==> src/rtl/segasys_hs_bus_router.sv <==
// Hiscore/debug bus router: decodes one requester bus onto NCH memory channels
// through base/mask windows, with req/ack handshake, per-channel read latency,
// pause gating and an unmapped-address error pulse.
module segasys_hs_bus_router #(
  parameter int              NCH        = 2,
  parameter int              AW         = 16,
  parameter logic [NCH*AW-1:0] CH_BASE  = {16'h0000, 16'hC000},
  parameter logic [NCH*AW-1:0] CH_MASK  = {16'h1000, 16'hF000},
  parameter int              RD_LAT     = 1,
  parameter logic [7:0]      DFLT       = 8'hFF,
  parameter bit              PAUSE_GATE = 1'b1
) (
  input  logic             CLK40M,
  input  logic             RESET_N,
  input  logic             PAUSE_N,
  input  logic [AW-1:0]    HSAD,
  input  logic [7:0]       HSDI,
  input  logic             HSWE,
  input  logic             HSREQ,
  output logic             HSACK,
  output logic [7:0]       HSDO,
  output logic             HSERR,
  output logic             HSBUSY,
  output logic [AW-1:0]    CH_AD,
  output logic [7:0]       CH_DO,
  output logic [NCH-1:0]   CH_WE,
  output logic [NCH-1:0]   CH_SEL,
  input  logic [NCH*8-1:0] CH_DI
);

  localparam int         IW       = (NCH > 1) ? $clog2(NCH) : 1;
  localparam logic [1:0] LAT_LAST = 2'(RD_LAT - 1);

  typedef enum logic [1:0] {
    ST_IDLE   = 2'd0,
    ST_WAITP  = 2'd1,
    ST_ACCESS = 2'd2,
    ST_DONE   = 2'd3
  } state_t;

  state_t         state_r;
  logic [IW-1:0]  sel_idx_r;
  logic           we_r;
  logic [1:0]     lat_cnt_r;

  logic           hit_s;
  logic [IW-1:0]  hit_idx_s;
  logic [7:0]     rd_byte_s;

  // One-hot vector for a channel index.
  function automatic logic [NCH-1:0] onehot(input logic [IW-1:0] idx);
    logic [NCH-1:0] v;
    v      = '0;
    v[idx] = 1'b1;
    return v;
  endfunction

  // Window decode of the live address; scanning downward lets the lowest index win.
  always_comb begin
    hit_s     = 1'b0;
    hit_idx_s = '0;
    for (int i = NCH - 1; i >= 0; i--) begin
      if ((HSAD & CH_MASK[i*AW +: AW]) == (CH_BASE[i*AW +: AW] & CH_MASK[i*AW +: AW])) begin
        hit_s     = 1'b1;
        hit_idx_s = IW'(i);
      end else begin
        hit_s     = hit_s;
      end
    end
  end

  // Read-data mux for the channel latched at accept.
  always_comb begin
    rd_byte_s = 8'h00;
    for (int i = 0; i < NCH; i++) begin
      if (sel_idx_r == IW'(i)) begin
        rd_byte_s = CH_DI[i*8 +: 8];
      end else begin
        rd_byte_s = rd_byte_s;
      end
    end
  end

  // Transaction FSM; every requester and channel output is a register here.
  always_ff @(posedge CLK40M or negedge RESET_N) begin
    if (!RESET_N) begin
      state_r   <= ST_IDLE;
      sel_idx_r <= '0;
      we_r      <= 1'b0;
      lat_cnt_r <= 2'd0;
      HSACK     <= 1'b0;
      HSDO      <= 8'h00;
      HSERR     <= 1'b0;
      HSBUSY    <= 1'b0;
      CH_AD     <= '0;
      CH_DO     <= 8'h00;
      CH_WE     <= '0;
      CH_SEL    <= '0;
    end else begin
      case (state_r)
        ST_IDLE: begin
          HSACK  <= 1'b0;
          HSERR  <= 1'b0;
          CH_WE  <= '0;
          CH_SEL <= '0;
          if (HSREQ) begin
            // Latch everything now so later HSAD/HSDI/HSWE changes are ignored.
            CH_AD     <= HSAD;
            CH_DO     <= HSDI;
            we_r      <= HSWE;
            sel_idx_r <= hit_idx_s;
            lat_cnt_r <= 2'd0;
            HSBUSY    <= 1'b1;
            if (!hit_s) begin
              state_r <= ST_DONE;
              HSACK   <= 1'b1;
              HSERR   <= 1'b1;
              HSDO    <= HSWE ? HSDO : DFLT;
            end else if (!PAUSE_GATE || !PAUSE_N) begin
              state_r <= ST_ACCESS;
              CH_SEL  <= onehot(hit_idx_s);
              CH_WE   <= HSWE ? onehot(hit_idx_s) : '0;
            end else begin
              state_r <= ST_WAITP;
            end
          end else begin
            HSBUSY <= 1'b0;
          end
        end
        ST_WAITP: begin
          if (!PAUSE_N) begin
            state_r <= ST_ACCESS;
            CH_SEL  <= onehot(sel_idx_r);
            CH_WE   <= we_r ? onehot(sel_idx_r) : '0;
          end else begin
            state_r <= ST_WAITP;
          end
        end
        ST_ACCESS: begin
          // Write strobe is single-cycle; pause changes no longer matter here.
          CH_WE <= '0;
          if (we_r || (lat_cnt_r == LAT_LAST)) begin
            state_r <= ST_DONE;
            HSACK   <= 1'b1;
            CH_SEL  <= '0;
            HSDO    <= we_r ? HSDO : rd_byte_s;
          end else begin
            lat_cnt_r <= lat_cnt_r + 2'd1;
          end
        end
        ST_DONE: begin
          state_r <= ST_IDLE;
          HSACK   <= 1'b0;
          HSERR   <= 1'b0;
          HSBUSY  <= 1'b0;
          CH_SEL  <= '0;
          CH_WE   <= '0;
        end
        default: begin
          state_r <= ST_IDLE;
          HSACK   <= 1'b0;
          HSERR   <= 1'b0;
          HSBUSY  <= 1'b0;
          CH_SEL  <= '0;
          CH_WE   <= '0;
        end
      endcase
    end
  end

endmodule

==> config.mk <==
export PLATFORM = sky130hd
export DESIGN_NAME = segasys_hs_bus_router
export DESIGN_NICKNAME = d
export VERILOG_FILES = /design/src/rtl/segasys_hs_bus_router.sv
export SDC_FILE = /design/constraint.sdc
export NUM_CORES = 1
export LEC_CHECK = 0
export BUFFER_PORTS_ARGS = -buffer_cell sky130_fd_sc_hd__buf_2
export CELL_PAD_IN_SITES_DETAIL_PLACEMENT = 0
export CELL_PAD_IN_SITES_GLOBAL_PLACEMENT = 1
export CORE_MARGIN = 1.5
export CORE_UTILIZATION = 39
export CTS_CLUSTER_DIAMETER = 50
export DETAILED_ROUTE_END_ITERATION = 16
export PLACE_DENSITY = 0.92
export SYNTH_ARGS = -nofsm -noshare
export SYNTH_HDL_FRONTEND = slang
export SYNTH_SLANG_ARGS = --single-unit
==> constraint.sdc <==
create_clock -name CLK40M -period 4.5 [get_ports CLK40M]
set_input_delay 0.225 -clock CLK40M [delete_from_list [all_inputs] [get_ports CLK40M]]
set_output_delay 0.225 -clock CLK40M [all_outputs]
set_load 0.01 [all_outputs]
==> results of run 1 <==
[worst paths after layout]
kind / start / slack [ns] / endpoint
max in group asynchronous: RESET_N / 3.80 / CH_AD[8]
min reg2reg: HSERR / 0.49 / HSERR
min: RESET_N / 0.08 / HSACK
max: state_r[0] / 2.65 / HSDO[3]
max reg2reg: state_r[0] / 2.65 / HSDO[3]
min in group CLK40M: HSAD[7] / 0.16 / CH_AD[7]
[cells by family (layout without fill, tap and decap cells)]
family,Yosys count,after routing,synth area share [%]
muxes,35,35,18.9
and+or+nand+nor,30,30,8.01
DFF,45,45,55.5
buffers and inverters,11,96,2.65
adders and majority gates,5,5,3.08
AOI/OAI and AO/OA,33,33,12.0
[area by class of cell]
cell class / instances / area share, %
inverters: 6 / 0.872
flip-flops and latches: 45 / 43.6
well taps: 70 / 3.39
clock inverters: 1 / 0.339
repair buffers: 83 / 16.1
multi-input cells: 103 / 32.9
clock buffers: 6 / 2.81
[synth_stat cells]
master and number:
a21oi_1 6, buf_2 4, nand2b_1 2, ha_1 5, a32o_1 1, o32ai_1 1, nand3b_1 2, and2b_1 1
a21oi_4 1, a2bb2oi_1 8, dfrtp_1 45, o31ai_1 1, a21oi_2 1, o32a_1 1, or2b_1 1, nand2_1 10
a21boi_0 1, a22o_1 2, nand3_1 3, nor2_1 7, buf_6 1, nand2_2 1, nor2b_1 1, inv_1 6
and4b_1 1, mux2_2 26, a32oi_1 1, a31oi_1 2, nor3b_4 1, o21ai_0 7, mux2i_1 9
[critical path, delay by kind of cell, from the launching register on]
kind / cells / cell delay [ns]
simple gates: 2 / 0.64
compound gates: 2 / 0.20
flops: 1 / 0.41
fa+ha+maj: 1 / 0.36
buf+inv: 1 / 0.12
[cell usage in the layout (no fill, tap or decap)]
cell type,instances
nand2_1,10
dfrtp_1,45
o31ai_1,1
clkbuf_1,1
nand2b_1,2
nand3_1,3
a22o_1,2
a21oi_1,6
nand2_2,1
o32ai_1,1
inv_1,6
o21ai_0,7
nand3b_1,2
a2bb2oi_1,8
a31oi_1,2
a21boi_0,1
mux2i_1,9
clkbuf_8,5
a21oi_4,1
nor2b_1,1
a32o_1,1
a21oi_2,1
buf_2,83
o32a_1,1
a32oi_1,1
ha_1,5
mux2_2,26
clkinv_4,1
and4b_1,1
or2b_1,1
nor2_1,7
nor3b_4,1
and2b_1,1
[metrics by stage]
stage,setup WS [ns],power (mW),cells
2_1_floorplan,2.91,1.23,159
3_3_place_gp,2.67,1.46,307
3_5_place_dp,2.65,1.49,307
4_1_cts,2.62,1.74,314
5_1_grt,2.44,1.85,314
6_report,2.65,1.71,314
[routing by layer]
metal / GRT usage (%) / up-vias / share of wire [%]
met2: 25.7 / 61 / 46
met1: 19.0 / 723 / 43
met4: 4.76 / 0 / 1.3
met5: 0 / - / 0
met3: 5.35 / 5 / 9.2
li1: - / 740 / -
[power groups by stage]
stage | clock [mW] | combinational (mW) | sequential [mW]
final | 0.240 | 0.766 | 0.703
after global routing | 0.268 | 0.852 | 0.733
after CTS | 0.252 | 0.783 | 0.706
after detailed placement | 0 | 0.779 | 0.713
after global placement | 0 | 0.758 | 0.707
after floorplan | 0 | 0.449 | 0.778
[flip-flops by register name, indices dropped and copies added (netlist names)]
| name | flops |
|---|---|
| state_r | 2 |
| CH_SEL | 2 |
| lat_cnt_r | 2 |
| CH_WE | 2 |
| HSACK | 1 |
| HSBUSY | 1 |
| CH_AD | 16 |
| CH_DO | 8 |
| HSERR | 1 |
| sel_idx_r | 1 |
| we_r | 1 |
| HSDO | 8 |
==> impl_metrics.csv, run 1 <==
group,metric,value,unit
placed_design,placed_area,2500,um^2
timing,fin_crit,1.85,ns
timing,tightestPinTransition,0.980,ns
placed_design,io_buffers,83,
power,sw_frac_of_total,36.1,%
final_layout,layout.area.seq,1130,um^2
setup_path,crit_arrival,2.01,ns
die,die_x,75.2,um
power,vdd_drop_max,362,uV
yosys,netlist_area,2030,um^2
power,power_frac_seq,41.1,%
grt,grt_max_degree,46,
timing,tns,0,ns
setup_path,crit_path_top_delay_cell,"dfrtp_1",
final_layout,fin_area,2580,um^2
timing,finalSetupViolations,0,
placed_design,gp_congestion,0.722,
timing,holdWs,0.0771,ns
setup_path,crit_path_end_kind,"flop",
setup_path,worstPathCellList,"inv_1 -> ha_1 -> and4b_1 -> a21oi_2 -> nor3b_4 -> a2bb2oi_1",
detailed_routing,wl_per_cell,12.8,um
placed_design,hpwlAfterDp,2950,um
detailed_routing,dr_total_vias,1529,
grt,grt_pass1_wl,6550,um
final_layout,fillCellCount,469,
power,power.leakage,1.25,nW
grt,grt.overflow.total,0,
power,p_int,1.09,mW
die,die_h,75.2,um
timing,hold_viol,0,
timing,post-route-period-util,41.0,%
power,combPwrFrac,44.8,%
yosys,ys_warn_count,0,
timing,finalClockSkew,0.00332,ns
die,pin_count,84,
grt,grt_util_all_layers,15.4,%
final_layout,areaGrowthSynthToFinish,27.2,%
yosys,synth_cell_type_count,31,
final_layout,nNetsFinal,294,
clocking,clock_sinks,45,
die,start_util,40.0,%
setup_path,cp_max_fo,10,
outcome,status,"finished clean",
timing,grt_setup_unrepaired,"false",
clocking,ctsHtreeMaxLevel,2,
detailed_routing,viasPerCell,4.87,
setup_path,worst_r2r_path_depth,6,
yosys,synth_cells,159,
setup_path,max_stage_delay,0.41,ns
yosys,synth-seq-area-share,55.5,%
clocking,clock_path_buffers,2,
clocking,clk_pin_slew,0.08,ns
die,core_area,5070,um^2
yosys,ys_ff_latch,45,
clocking,cts_tree,"yes",
setup_path,path_class,"flop to flop",
timing,slew_violations,0,
final_layout,multiInputGateArea,851,um^2
hold_path,min_path_type,"input pin to asynchronous set/reset pin",
grt,antenna_found_initial,0,
yosys,syn_avg_cell_area,12.8,um^2
flow_run,maxCapViolCount,0,
power,power_switching,0.618,mW
power,power_density,662,nW/um^2
detailed_routing,dr.first_iter.drc_count,56,
clocking,ctsHoldBuffers,0,
detailed_routing,drtPass1Iterations,4,
detailed_routing,drc,0,
timing,timing.fmax,0.542,GHz
yosys,synthTopCellsByArea,"dfrtp_1 (55%), mux2_2 (14%), mux2i_1 (4.4%), a2bb2oi_1 (3.5%), ha_1 (3.1%)",
clocking,post_cts_buffers,0,
die,row_count,26,
yosys,synth_top_area_share,55.5,%
power,clkPwrFrac,14.0,%
clocking,post_cts_resized,0,
final_layout,n_antenna_cell,0,
timing,relSlewSlack,34.7,%
detailed_routing,ant_nets,0,
clocking,cts_root_buffer,"clkbuf_8",
clocking,numCtsBuffers,5,
yosys,syn_nets,209,
die,die_area,5650,um^2
clocking,clock_latency,0.29,ns
grt,grt_pass1_vias,1472,
final_layout,fin_util,50.9,%
setup_path,worstPathRequired,4.67,ns
detailed_routing,wirelength,4010,um
setup_path,cp-start-kind,"flop",
final_layout,final_layout_size_suffix_gt1_share,48.8,%
yosys,synth_largest_area_cell,"dfrtp_1",
Power figures use the tool's default switching activity.
==> inputs of run 2 (changes only) <==
--- a/config.mk
+++ b/config.mk
@@ -9,10 +9,10 @@
 export CELL_PAD_IN_SITES_DETAIL_PLACEMENT = 0
 export CELL_PAD_IN_SITES_GLOBAL_PLACEMENT = 1
 export CORE_MARGIN = 1.5
-export CORE_UTILIZATION = 39
+export CORE_UTILIZATION = 36
 export CTS_CLUSTER_DIAMETER = 50
 export DETAILED_ROUTE_END_ITERATION = 16
-export PLACE_DENSITY = 0.92
+export PLACE_DENSITY = 0.86
 export SYNTH_ARGS = -nofsm -noshare
 export SYNTH_HDL_FRONTEND = slang
 export SYNTH_SLANG_ARGS = --single-unit
==> constraint.sdc (replaced) <==
create_clock -name CLK40M -period 1.7 [get_ports CLK40M]
set_input_delay 0.085 -clock CLK40M [delete_from_list [all_inputs] [get_ports CLK40M]]
set_output_delay 0.085 -clock CLK40M [all_outputs]
set_load 0.01 [all_outputs]
==> impl_metrics.csv, run 2 (synthesized netlist as in run 1, its figures left out) <==
group,metric,value,unit
timing,layout_setup_ws,0.121,ns
grt,grt_util_all_layers,14.1,%
timing,fin_crit,1.58,ns
placed_design,placed_area,2590,um^2
timing,grt_setup_unrepaired,"false",
detailed_routing,viasPerCell,4.77,
final_layout,fin_util,49.8,%
clocking,numCtsBuffers,5,
clocking,ctsHtreeMaxLevel,2,
die,pin_count,84,
clocking,cts_tree,"yes",
timing,finalClockSkew,0.00462,ns
timing,tightestPinTransition,0.545,ns
timing,post-route-period-util,92.9,%
die,die_h,78.1,um
final_layout,nNetsFinal,305,
die,die_x,78.1,um
final_layout,final_cell_mix,"buf_2 (83), dfrtp_1 (45), mux2_2 (26)",
die,core_area,5470,um^2
setup_path,crit_path_end_kind,"flop",
die,row_count,27,
power,finalPower,4.75,mW
placed_design,gp_congestion,0.760,
clocking,cts_root_buffer,"clkbuf_8",
timing,slew_violations,0,
final_layout,mostFrequentLayoutCell,"buf_2",
setup_path,crit_arrival,1.75,ns
final_layout,largest_reg_flops,16,
placed_design,pre_cts_slack,-0.0467,ns
clocking,clock_latency,0.29,ns
clocking,clock_sinks,45,
grt,grt_pass1_wl,6750,um
detailed_routing,drc,0,
outcome,status,"finished clean",
power,power_density,1750,nW/um^2
timing,holdWs,0.0135,ns
power,vdd_drop_max,856,uV
final_layout,top_register,"CH_AD",
final_layout,final_layout_size_suffix_gt1_share,51.2,%
final_layout,n_antenna_cell,0,
final_layout,areaGrowthSynthToFinish,34.1,%
final_layout,fin_area,2720,um^2
timing,timing.fmax,0.633,GHz
setup_path,worstPathRequired,1.87,ns
timing,finalSetupViolations,0,
clocking,clock_path_buffers,2,
timing,hold_viol,0,
die,die_area,6100,um^2
grt,antenna_found_initial,0,
detailed_routing,wl_per_cell,12.8,um
final_layout,stdcell_count,328,
grt,grt_max_degree,27,
setup_path,cp_max_fo,6,
placed_design,hpwlAfterDp,3200,um
detailed_routing,dr_total_vias,1565,
timing,relSlewSlack,63.7,%
setup_path,cp-start-kind,"flop",
power,power.leakage,1.31,nW
detailed_routing,dr.first_iter.drc_count,33,
setup_path,path_class,"flop to flop",
hold_path,min_path_type,"input pin to flop",
grt,grt_pass1_vias,1529,
grt,grt.overflow.total,0,
timing,tns,0,ns
placed_design,io_buffers,83,
setup_path,reg2reg_slack,0.12,ns
clocking,clk_pin_slew,0.08,ns
detailed_routing,wirelength,4200,um
detailed_routing,drtPass1Iterations,4,
placed_design,dpl.cell_count,317,
flow_run,maxCapViolCount,0,
final_layout,reg_top3,"CH_AD x16, CH_DO x8, HSDO x8",
detailed_routing,ant_nets,0,
die,start_util,37.1,%
## run 2: cell count changes in the layout (fill, tap and decap cells not counted), sizes merged
| cell | before | now |
|---|---|---|
| clkbuf | 6 | 7 |
| clkinv | 1 | 0 |
| buf | 83 | 92 |
| dlygate4sd3 | 0 | 2 |
| clkinvlp | 0 | 1 |
## run 2: repair_timing
item / in CTS / in global routing
pin swaps: 1 / 0
hold buffers: 1 / 1
resized for setup: 2 / 3
setup endpoints to repair: 9 / 12
hold endpoints to repair: 22 / 1
buffers inserted: 1 / 0
## run 2: power by group
part	switching (mW)	internal, mW
clock network	0.349	0.291
registers	0.290	1.57
logic	1.06	1.19
## run 2: cell type report
class,instances,area [um^2]
fillers,536,2750
multi-input cells,103,873
clock inverters,1,7.51
flip-flops and latches,45,1130
inverters,6,22.5
well taps,72,90.1
clock buffers,7,76.3
repair buffers,94,528
## run 2: worst max-delay path, cell delays in order (launching register included)
cell and delay (ns):
dfrtp_1 0.41, inv_2 0.11, ha_4 0.17, buf_4 0.13, and2b_1 0.20, nor2b_1 0.15, a32oi_1 0.19, a21oi_1 0.09
## run 2: per-layer routing
metal	vias up	track usage [%]	routed length [um]
met1	736	16.4	1820
met4	0	3.75	29
met3	4	5.35	370
met2	65	24.5	1980
met5	-	0	0
li1	760	-	-
## run 2: path summary, 6_finish.rpt
check	startpoint	end	cells after the start
min reg2reg	HSERR	HSERR	2
max reg2reg	state_r[0]	CH_WE[0]	7
max	state_r[0]	CH_WE[0]	7
max in group asynchronous	RESET_N	HSDO[1]	3
min in group asynchronous	RESET_N	lat_cnt_r[1]	2
min	HSDI[7]	CH_DO[7]	2
==> inputs of run 3 (changes only) <==
--- a/config.mk
+++ b/config.mk
@@ -13,6 +13,7 @@
 export CTS_CLUSTER_DIAMETER = 50
 export DETAILED_ROUTE_END_ITERATION = 16
 export PLACE_DENSITY = 0.86
+export RECOVER_POWER = 100
 export SYNTH_ARGS = -nofsm -noshare
 export SYNTH_HDL_FRONTEND = slang
 export SYNTH_SLANG_ARGS = --single-unit
==> impl_metrics.csv, run 3 (synthesized netlist as in run 1, its figures left out) <==
group,metric,value,unit
hold_path,hold_path_end,"CH_DO[7]",
clocking,cts_tree,"yes",
setup_path,worstPathCellList,"inv_2 -> ha_4 -> buf_4 -> and2b_1 -> nor2b_1 -> a32oi_1 -> a21oi_1",
final_layout,stdcell_count,328,
timing,tightestPinTransition,0.570,ns
placed_design,io_buffers,83,
timing,finalSetupViolations,0,
setup_path,max_stage_delay,0.41,ns
setup_path,rr_startpoint,"state_r[0]",
setup_path,path_delay_family,"flip-flops",
setup_path,reg2reg_slack,0.13,ns
die,start_util,37.1,%
timing,layout_setup_ws,0.128,ns
hold_path,min_path_type,"input pin to flop",
hold_path,holdPathStages,2,
final_layout,fillCellCount,560,
timing,hold_viol,0,
clocking,cts_root_buffer,"clkbuf_8",
timing,timing.fmax,0.636,GHz
clocking,numCtsBuffers,5,
grt,grt_util_all_layers,14.1,%
detailed_routing,viasPerCell,4.74,
final_layout,mostFrequentLayoutCell,"dfrtp_1",
clocking,clock_sinks,45,
placed_design,pre_cts_slack,-0.0467,ns
detailed_routing,dr.first_iter.drc_count,32,
die,pin_count,84,
outcome,status,"finished clean",
setup_path,crit_buf_inv,2,
die,row_count,27,
grt,grt_max_degree,27,
detailed_routing,wirelength,4220,um
final_layout,largest_reg_flops,16,
timing,post-route-period-util,92.5,%
final_layout,n_antenna_cell,0,
detailed_routing,ant_nets,0,
timing,fin_crit,1.57,ns
power,power_density,1740,nW/um^2
die,die_area,6100,um^2
grt,grt.overflow.total,0,
hold_path,hp-start,"HSDI[7]",
setup_path,worstPathRequired,1.87,ns
detailed_routing,drc,0,
power,clkPwrFrac,13.9,%
clocking,clock_path_buffers,2,
final_layout,top_register,"CH_AD",
setup_path,cp_max_fo,6,
setup_path,crit_path_top_delay_cell,"dfrtp_1",
setup_path,cp-start-kind,"flop",
power,sw_frac_of_total,37.0,%
detailed_routing,wl_met3,349,um
detailed_routing,top_layer_used,"met4",
detailed_routing,m1WireLength,1850,um
setup_path,crit_path_end_kind,"flop",
timing,finalClockSkew,0.00297,ns
timing,relSlewSlack,62.0,%
detailed_routing,wl_per_cell,12.9,um
setup_path,worst_r2r_path_depth,7,
final_layout,final_layout_size_suffix_gt1_share,35.2,%
setup_path,crit_arrival,1.74,ns
final_layout,reg_top3,"CH_AD x16, CH_DO x8, HSDO x8",
power,p_int,2.89,mW
flow_run,maxCapViolCount,0,
power,power.leakage,1.18,nW
grt,grt_pass1_wl,6750,um
placed_design,dpl.cell_count,317,
detailed_routing,dr_total_vias,1556,
detailed_routing,dr_wl_met2,1990,um
die,die_x,78.1,um
clocking,clk_pin_slew,0.08,ns
final_layout,nNetsFinal,305,
clocking,ctsHtreeMaxLevel,2,
clocking,clock_latency,0.29,ns
power,power_switching,1.69,mW
placed_design,hpwlAfterDp,3200,um
final_layout,multiInputGateArea,865,um^2
placed_design,gp_congestion,0.760,
final_layout,final_cell_mix,"dfrtp_1 (45), buf_2 (43), clkbuf_1 (42)",
grt,grt_pass1_vias,1529,
setup_path,path_class,"flop to flop",
final_layout,layout.area.seq,1130,um^2
die,core_area,5470,um^2
timing,grt_setup_unrepaired,"false",
power,vdd_drop_max,832,uV
detailed_routing,drtPass1Iterations,4,
timing,holdWs,0.0152,ns
power,power_frac_seq,40.9,%
power,combPwrFrac,45.2,%
grt,antenna_found_initial,0,
timing,tns,0,ns
setup_path,r2r-end,"CH_WE[0]",
die,die_h,78.1,um
timing,slew_violations,0,
final_layout,areaGrowthSynthToFinish,29.8,%
-- run 3: changes by cell type in the layout (fill, tap and decap cells not counted), moves of 2 or more --
cell / previous run / this run
buf_2: 83 / 43
clkbuf_1: 2 / 42
buf_12: 2 / 0
clkbuf_2: 0 / 2
-- run 3: repair_timing --
item,in CTS,in global routing
buffers inserted,1,0
endpoints found under the setup margin,9,12
endpoints found under the hold margin,22,1
hold buffers,1,1
gates resized for setup,2,3
pin swaps,1,0
-- run 3: worst max-delay path by stage --
| stage | cells past startpoint | slack (ns) | from | end |
|---|---|---|---|---|
| 4_1_cts | 7 | 0.04 | state_r[0] | CH_WE[0] |
| 3_5_place_dp | 6 | -0.05 | state_r[0] | HSDO[5] |
| 5_1_grt | 7 | 0.02 | state_r[0] | state_r[1] |
| 2_1_floorplan | 6 | 0.11 | state_r[1] | CH_AD[0] |
| 3_3_place_gp | 6 | 0.08 | state_r[0] | HSDO[3] |
| 6_report | 7 | 0.13 | state_r[0] | CH_WE[0] |
-- run 3: layout make-up --
class	instances	area share, %
Multi-Input combinational cell	103	32.8
Clock inverter	1	0.285
Inverter	6	0.855
Tap cell	72	3.42
Sequential cell	45	42.7
Clock buffer	7	2.90
Timing Repair Buffer	94	17.0
-- run 3: per-stage QoR --
stage	utilization [%]	total power, mW	cell area (um^2)
2_1_floorplan	-	3.25	2030
3_3_place_gp	47.3	4.01	2590
3_5_place_dp	47.3	4.07	2590
4_1_cts	49.4	4.76	2700
5_1_grt	48.1	4.94	2640
6_report	48.1	4.58	2640
-- run 3: power by group through the flow --
| stage | registers (mW) | clock network (mW) | logic [mW] |
|---|---|---|---|
| global placement | 1.86 | 0 | 2.15 |
| floorplan | 2.06 | 0 | 1.19 |
| detailed placement | 1.88 | 0 | 2.20 |
| finish | 1.87 | 0.638 | 2.07 |
| global route | 1.95 | 0.705 | 2.29 |
| CTS | 1.86 | 0.667 | 2.23 |
-- run 3: layer usage --
metal	GRT usage, %	up-vias
met5	0	-
met4	3.75	0
met3	5.35	4
met2	24.5	62
met1	16.4	730
li1	-	760
